File: src/rtl/y86_pkg.sv
// Shared Y86 decode definitions: opcode/function encodings, register sentinel,
// instruction field layout and the legality rule used by the decode stage.
package y86_pkg;

  localparam int DATA_W  = 16;
  localparam int INSTR_W = 32;

  localparam int ICODE_LSB = 28;
  localparam int IFUN_LSB  = 24;
  localparam int RA_LSB    = 20;
  localparam int RB_LSB    = 16;
  localparam int VALC_LSB  = 0;

  localparam logic [3:0] REG_NONE = 4'hF;

  typedef enum logic [3:0] {
    ICODE_HALT  = 4'h0,
    ICODE_IRMOV = 4'h1,
    ICODE_OP    = 4'h2,
    ICODE_RRMOV = 4'h3
  } icode_t;

  typedef enum logic [3:0] {
    FUN_ADD = 4'h0,
    FUN_SUB = 4'h1,
    FUN_AND = 4'h2,
    FUN_XOR = 4'h3
  } fun_t;

  // Assembles a fetch word in the canonical field layout.
  function automatic logic [INSTR_W-1:0] pack_instr(input logic [3:0] icode, input logic [3:0] ifun,
                                                    input logic [3:0] ra, input logic [3:0] rb,
                                                    input logic [15:0] valc);
    logic [INSTR_W-1:0] w;
    w = '0;
    w[ICODE_LSB +: 4] = icode;
    w[IFUN_LSB +: 4]  = ifun;
    w[RA_LSB +: 4]    = ra;
    w[RB_LSB +: 4]    = rb;
    w[VALC_LSB +: 16] = valc;
    return w;
  endfunction

  function automatic logic is_legal(input logic [3:0] icode, input logic [3:0] ifun,
                                    input logic [3:0] ra, input logic [3:0] rb);
    logic ok;
    ok = 1'b0;
    case (icode)
      ICODE_HALT:  ok = 1'b1;
      ICODE_IRMOV: ok = (ra == REG_NONE) && (rb != REG_NONE);
      ICODE_OP:    ok = (ifun <= FUN_XOR) && (ra != REG_NONE) && (rb != REG_NONE);
      ICODE_RRMOV: ok = (ra != REG_NONE) && (rb != REG_NONE);
      default:     ok = 1'b0;
    endcase
    return ok;
  endfunction

endpackage

File: src/rtl/reg_file.sv
// Architectural register file: two combinational read ports with write-through
// bypass and one synchronous write port; address REG_NONE reads as zero.
module reg_file
  import y86_pkg::*;
#(
  parameter int DATA_W = 16,
  parameter int NREG   = 15
) (
  input  logic              clock,
  input  logic              reset,
  input  logic [3:0]        ra_addr,
  input  logic [3:0]        rb_addr,
  output logic [DATA_W-1:0] ra_data,
  output logic [DATA_W-1:0] rb_data,
  input  logic              wr_en,
  input  logic [3:0]        wr_addr,
  input  logic [DATA_W-1:0] wr_data
);

  logic [DATA_W-1:0] regs [NREG];
  logic              wr_hit;
  logic [3:0]        rd_addr [2];
  logic [DATA_W-1:0] rd_data [2];

  assign wr_hit     = wr_en && (wr_addr != REG_NONE) && (int'(wr_addr) < NREG);
  assign rd_addr[0] = ra_addr;
  assign rd_addr[1] = rb_addr;
  assign ra_data    = rd_data[0];
  assign rb_data    = rd_data[1];

  always_ff @(posedge clock) begin
    if (reset) begin
      for (int i = 0; i < NREG; i++) regs[i] <= '0;
    end else if (wr_hit) begin
      regs[wr_addr] <= wr_data;
    end
  end

  generate
    for (genvar gi = 0; gi < 2; gi++) begin : g_rd
      always_comb begin
        rd_data[gi] = '0;
        if (rd_addr[gi] == REG_NONE || int'(rd_addr[gi]) >= NREG) rd_data[gi] = '0;
        else if (wr_hit && (wr_addr == rd_addr[gi])) rd_data[gi] = wr_data;
        else rd_data[gi] = regs[rd_addr[gi]];
      end
    end
  endgenerate

endmodule

File: src/rtl/decode_stage.sv
// Y86 decode stage: checks instruction legality, reads operands, and holds the
// decoded result in a valid/ready output register until execute takes it.
module decode_stage
  import y86_pkg::*;
#(
  parameter int DATA_W = 16,
  parameter int NREG   = 15
) (
  input  logic              clock,
  input  logic              reset,
  input  logic              in_valid,
  output logic              in_ready,
  input  logic [3:0]        icode,
  input  logic [3:0]        ifun,
  input  logic [3:0]        rA,
  input  logic [3:0]        rB,
  input  logic [DATA_W-1:0] valC,
  input  logic              wb_en,
  input  logic [3:0]        wb_dst,
  input  logic [DATA_W-1:0] wb_val,
  output logic              out_valid,
  input  logic              out_ready,
  output logic [3:0]        out_icode,
  output logic [3:0]        out_ifun,
  output logic [3:0]        out_dstE,
  output logic [DATA_W-1:0] out_valA,
  output logic [DATA_W-1:0] out_valB,
  output logic [DATA_W-1:0] out_valC,
  output logic              halted,
  output logic              illegal
);

  logic [DATA_W-1:0] rf_a, rf_b;
  logic [DATA_W-1:0] dec_valA, dec_valB;
  logic [3:0]        dec_dstE;
  logic              legal, accept;

  reg_file #(.DATA_W(DATA_W), .NREG(NREG)) u_rf (
    .clock   (clock),
    .reset   (reset),
    .ra_addr (rA),
    .rb_addr (rB),
    .ra_data (rf_a),
    .rb_data (rf_b),
    .wr_en   (wb_en),
    .wr_addr (wb_dst),
    .wr_data (wb_val)
  );

  assign in_ready = !halted && !illegal && (!out_valid || out_ready);
  assign accept   = in_valid && in_ready;
  assign legal    = is_legal(icode, ifun, rA, rB);

  always_comb begin
    dec_valA = '0;
    dec_valB = '0;
    dec_dstE = REG_NONE;
    case (icode)
      ICODE_IRMOV: dec_dstE = rB;
      ICODE_OP: begin
        dec_valA = rf_a;
        dec_valB = rf_b;
        dec_dstE = rB;
      end
      ICODE_RRMOV: begin
        dec_valA = rf_a;
        dec_dstE = rB;
      end
      default: ;
    endcase
  end

  always_ff @(posedge clock) begin
    if (reset) begin
      out_valid <= 1'b0;
      out_icode <= '0;
      out_ifun  <= '0;
      out_dstE  <= REG_NONE;
      out_valA  <= '0;
      out_valB  <= '0;
      out_valC  <= '0;
      halted    <= 1'b0;
      illegal   <= 1'b0;
    end else if (accept && legal) begin
      out_valid <= 1'b1;
      out_icode <= icode;
      out_ifun  <= ifun;
      out_dstE  <= dec_dstE;
      out_valA  <= dec_valA;
      out_valB  <= dec_valB;
      out_valC  <= valC;
      if (icode == ICODE_HALT) halted <= 1'b1;
    end else if (accept) begin
      // Illegal instruction becomes a bubble; any prior entry drained this cycle.
      out_valid <= 1'b0;
      illegal   <= 1'b1;
    end else if (out_ready) begin
      out_valid <= 1'b0;
    end
  end

endmodule

File: config.mk
export PLATFORM = sky130hd
export DESIGN_NAME = decode_stage
export DESIGN_NICKNAME = d
export VERILOG_FILES = /design/src/rtl/y86_pkg.sv /design/src/rtl/reg_file.sv /design/src/rtl/decode_stage.sv
export SDC_FILE = /design/constraint.sdc
export NUM_CORES = 1
export LEC_CHECK = 0
export ABC_AREA = 1
export ABC_CLOCK_PERIOD_IN_PS = 3000
export CAP_MARGIN = 20
export CORE_AREA = 10 10 205 207
export CTS_CLUSTER_SIZE = 10
export DETAILED_ROUTE_END_ITERATION = 6
export DIE_AREA = 0 0 215 217
export PLACE_DENSITY = 0.69
export SLEW_MARGIN = 20
export SYNTH_ARGS = -nofsm -noshare
export SYNTH_HDL_FRONTEND = slang
export SYNTH_SLANG_ARGS = --single-unit
File: constraint.sdc
create_clock -name clock -period 3 [get_ports clock]
set_clock_uncertainty 0.1 [all_clocks]
set_input_delay 0.6 -clock clock [delete_from_list [all_inputs] [get_ports clock]]
set_output_delay 0.6 -clock clock [all_outputs]
set_load 0.01 [all_outputs]
==> impl_metrics.csv <==
group,metric,value,unit
die,die_w,215,um
die,ios,121,
synth,synthArstFlopShare,0,
synth,syn_area_per_cell,8.58,um^2
routing,drt-total-wl,48800,um
clocking,ctsHoldBuffers,0,
global_routing,antenna_found_initial,0,
power,combinationalPowerShare,0.124,
synth,synth-main-ff-cell,"edfxtp_1",
setup_path,required,2.30,ns
routing,drc,0,
global_routing,grt_max_degree,87,
setup_path,crit_fanout,2,
power,seq_power_share,0.485,
clocking,post_cts_buffers,0,
run_status,status,"finished, final reports clean",
power,power.share.switching,0.253,
setup_path,slowest_delay,0.58,ns
setup_path,cpLargestDelayFamily,"buffers and inverters",
routing,wire_per_inst,19.1,um
sta,tns,0,ns
synth,synthCells,1954,
die,die_y,217,um
placed_design,postPlaceCellArea,18400,um^2
die,fp.dieArea,46700,um^2
layout,fin_nets,2084,
sta,setup_violations,0,
synth,synth_top_cell_area_share,0.458,
sta,timing.final.crit_share,0.856,
global_routing,overflow,0,
sta,tightest_slew,0.828,ns
die,rows,72,
power,clkPwrFrac,0.391,
sta,hold_violations,0,
synth,synth_seq_area_share,0.533,
clocking,insertion_delay,0.54,ns
clocking,ctsResizeCount,0,
placed_design,dp_hpwl,33900,um
layout,areaGrowthSynthToFinish,16.1,%
power,p_int,7.86,mW
placed_design,port_buffers,120,
global_routing,grt_usage,0.203,
clocking,cts_tree,"built",
global_routing,grt_pass1_wl,76200,um
sta,worst_hold_slack,0.331,ns
clocking,clockRootBuffer,"clkbuf_16",
setup_path,cp-start-kind,"primary input",
setup_path,path_class,"primary input to primary output",
layout,fin_area,19500,um^2
setup_path,arrival,1.87,ns
synth,syn-cell-area,16800,um^2
setup_path,endpoint_kind,"primary output",
power,p_leak,7.54,nW
die,core_area,38100,um^2
layout,diodes,0,
layout,final_util,0.511,
layout,fill_cells,3500,
sta,slew_headroom,0.448,
synth,synth_area_leader_cell,"edfxtp_1",
routing,vias,14300,
setup_path,path_cells,"clkdlybuf4s50_1 -> nor2_1 -> nor3_1 -> clkdlybuf4s50_1",
routing,firstDrtPassIters,6,
synth,ys_top_cells_by_count,"nor2_1 (355), edfxtp_1 (256), nand2_1 (256)",
synth,yosysMostFrequentCell,"nor2_1",
clocking,h-tree-depth,2,
setup_path,path_buf_inv,2,
synth,ys_types,37,
sta,fin_crit,2.57,ns
clocking,cts_buffers,38,
synth,yosysWarningCount,0,
synth,synth.area.top_cells,"edfxtp_1 (46%), nor2_1 (7.9%), dfxtp_1 (7.5%)",
routing,via_per_inst,5.57,
power,p_per_area,540,nW/um^2
sta,rsz0062_at_grt,"false",
sta,fmax,389,MHz
sta,fin_ws,0.433,ns
sta,slew_viol_final,0,
placed_design,gp_congestion,0.882,
clocking,max-clock-path-buffers,3,
clocking,cts.sinks,319,
synth,synth_edf_count,256,
layout,drive_gt1_frac,0.0802,
power,power_switching,2.67,mW
power,worst_ir_drop_vdd,335,uV
clocking,cts.clk_slew.worst_paths,0.05,ns
routing,ant_nets,0,
setup_path,slowest_stage,"clkdlybuf4s50_1",
worst_hold_path,hp-class,"primary input to register",
placed_design,place_ws,0.308,ns
global_routing,grt_pass1_vias,13500,
job,maxCapViolCount,0,
die,initial_core_util,0.440,
setup_path,critPathMostFrequentCell,"clkdlybuf4s50_1",
routing,drt_iter0_drc,1891,
synth,synth_seq_cells,319,
[cell type report]
| cell class | instances | area, um^2 | share of cell area |
|---|---|---|---|
| clock buffers | 56 | 1060 | 0.0544 |
| inverters | 165 | 622 | 0.0319 |
| flip-flops and latches | 319 | 8950 | 0.459 |
| clock inverters | 2 | 12.5 | 0.000642 |
| multi-input cells | 1320 | 6410 | 0.329 |
| repair buffers | 183 | 1780 | 0.0913 |
| well taps | 518 | 648 | 0.0333 |
[path summary, 6_finish.rpt]
| path | startpoint | end | slack, ns | cells after the start |
|---|---|---|---|---|
| worst max register to register | out_valid | out_dstE[1] | 1.25 | 8 |
| worst min-delay path | rB[1] | out_dstE[1] | 0.33 | 3 |
| worst min register to register | out_icode[3] | out_icode[3] | 0.34 | 2 |
| worst max-delay path | out_ready | in_ready | 0.43 | 4 |
[metal layers]
layer  GRT usage  up-vias  share of wire
met4      0.0481        0          0.015
li1            -     6804              -
met3      0.0329       72          0.086
met1       0.276     6718           0.43
met5           0        -              0
met2       0.332      685           0.47
[power by group through the flow]
| stage | clock network (mW) | logic, mW | registers [mW] |
|---|---|---|---|
| 6_report | 4.12 | 1.30 | 5.11 |
| 5_1_grt | 4.35 | 1.43 | 5.13 |
| 4_1_cts | 4.19 | 1.29 | 5.10 |
| 3_5_place_dp | 0 | 1.28 | 5.19 |
| 3_3_place_gp | 0 | 1.25 | 5.18 |
| 2_1_floorplan | 0 | 0.818 | 5.17 |
[metrics by stage]
stage               cells  total power, mW
finish               2563             10.5
global placement     2505             6.43
CTS                  2563             10.6
global route         2563             10.9
detailed placement   2505             6.47
floorplan            1969             5.99
[registers in the layout, indices dropped and copies added (netlist names)]
signal     flops
out_dstE       4
out_icode      4
out_valA      16
out_valid      1
out_ifun       4
halted         1
u_rf.regs    256
out_valC      16
illegal        1
out_valB      16
[placed cells by master, fill, tap and decap left out, drive strengths merged]
cell,count
nor2,367
o21ai,124
buf,68
clkdlybuf4s50,115
xor2,4
conb,16
inv,165
xnor2,4
nor3,2
nand2,274
and2,1
nand3,229
clkinv,2
edfxtp,256
nand4,3
a21oi,133
clkbuf,56
o21a,2
o211ai,160
dfxtp,63
o211a,1
[worst min-delay path, stage by stage]
cell and delay (ns):
buf_4 0.13, o21ai_0 0.11, nand2_1 0.07
[cells by family (layout without fill, tap and decap cells)]
kind of cell	after synthesis	count (layout)	share of synthesized area
xor gates and xnor gates	8	8	0.00418
buffers and inverters	330	406	0.0879
and+or+nand+nor	876	876	0.222
AOI/OAI and AO/OA	420	420	0.152
other	1	16	0.000224
DFF	319	319	0.533
(Power assumes the default switching activity.)
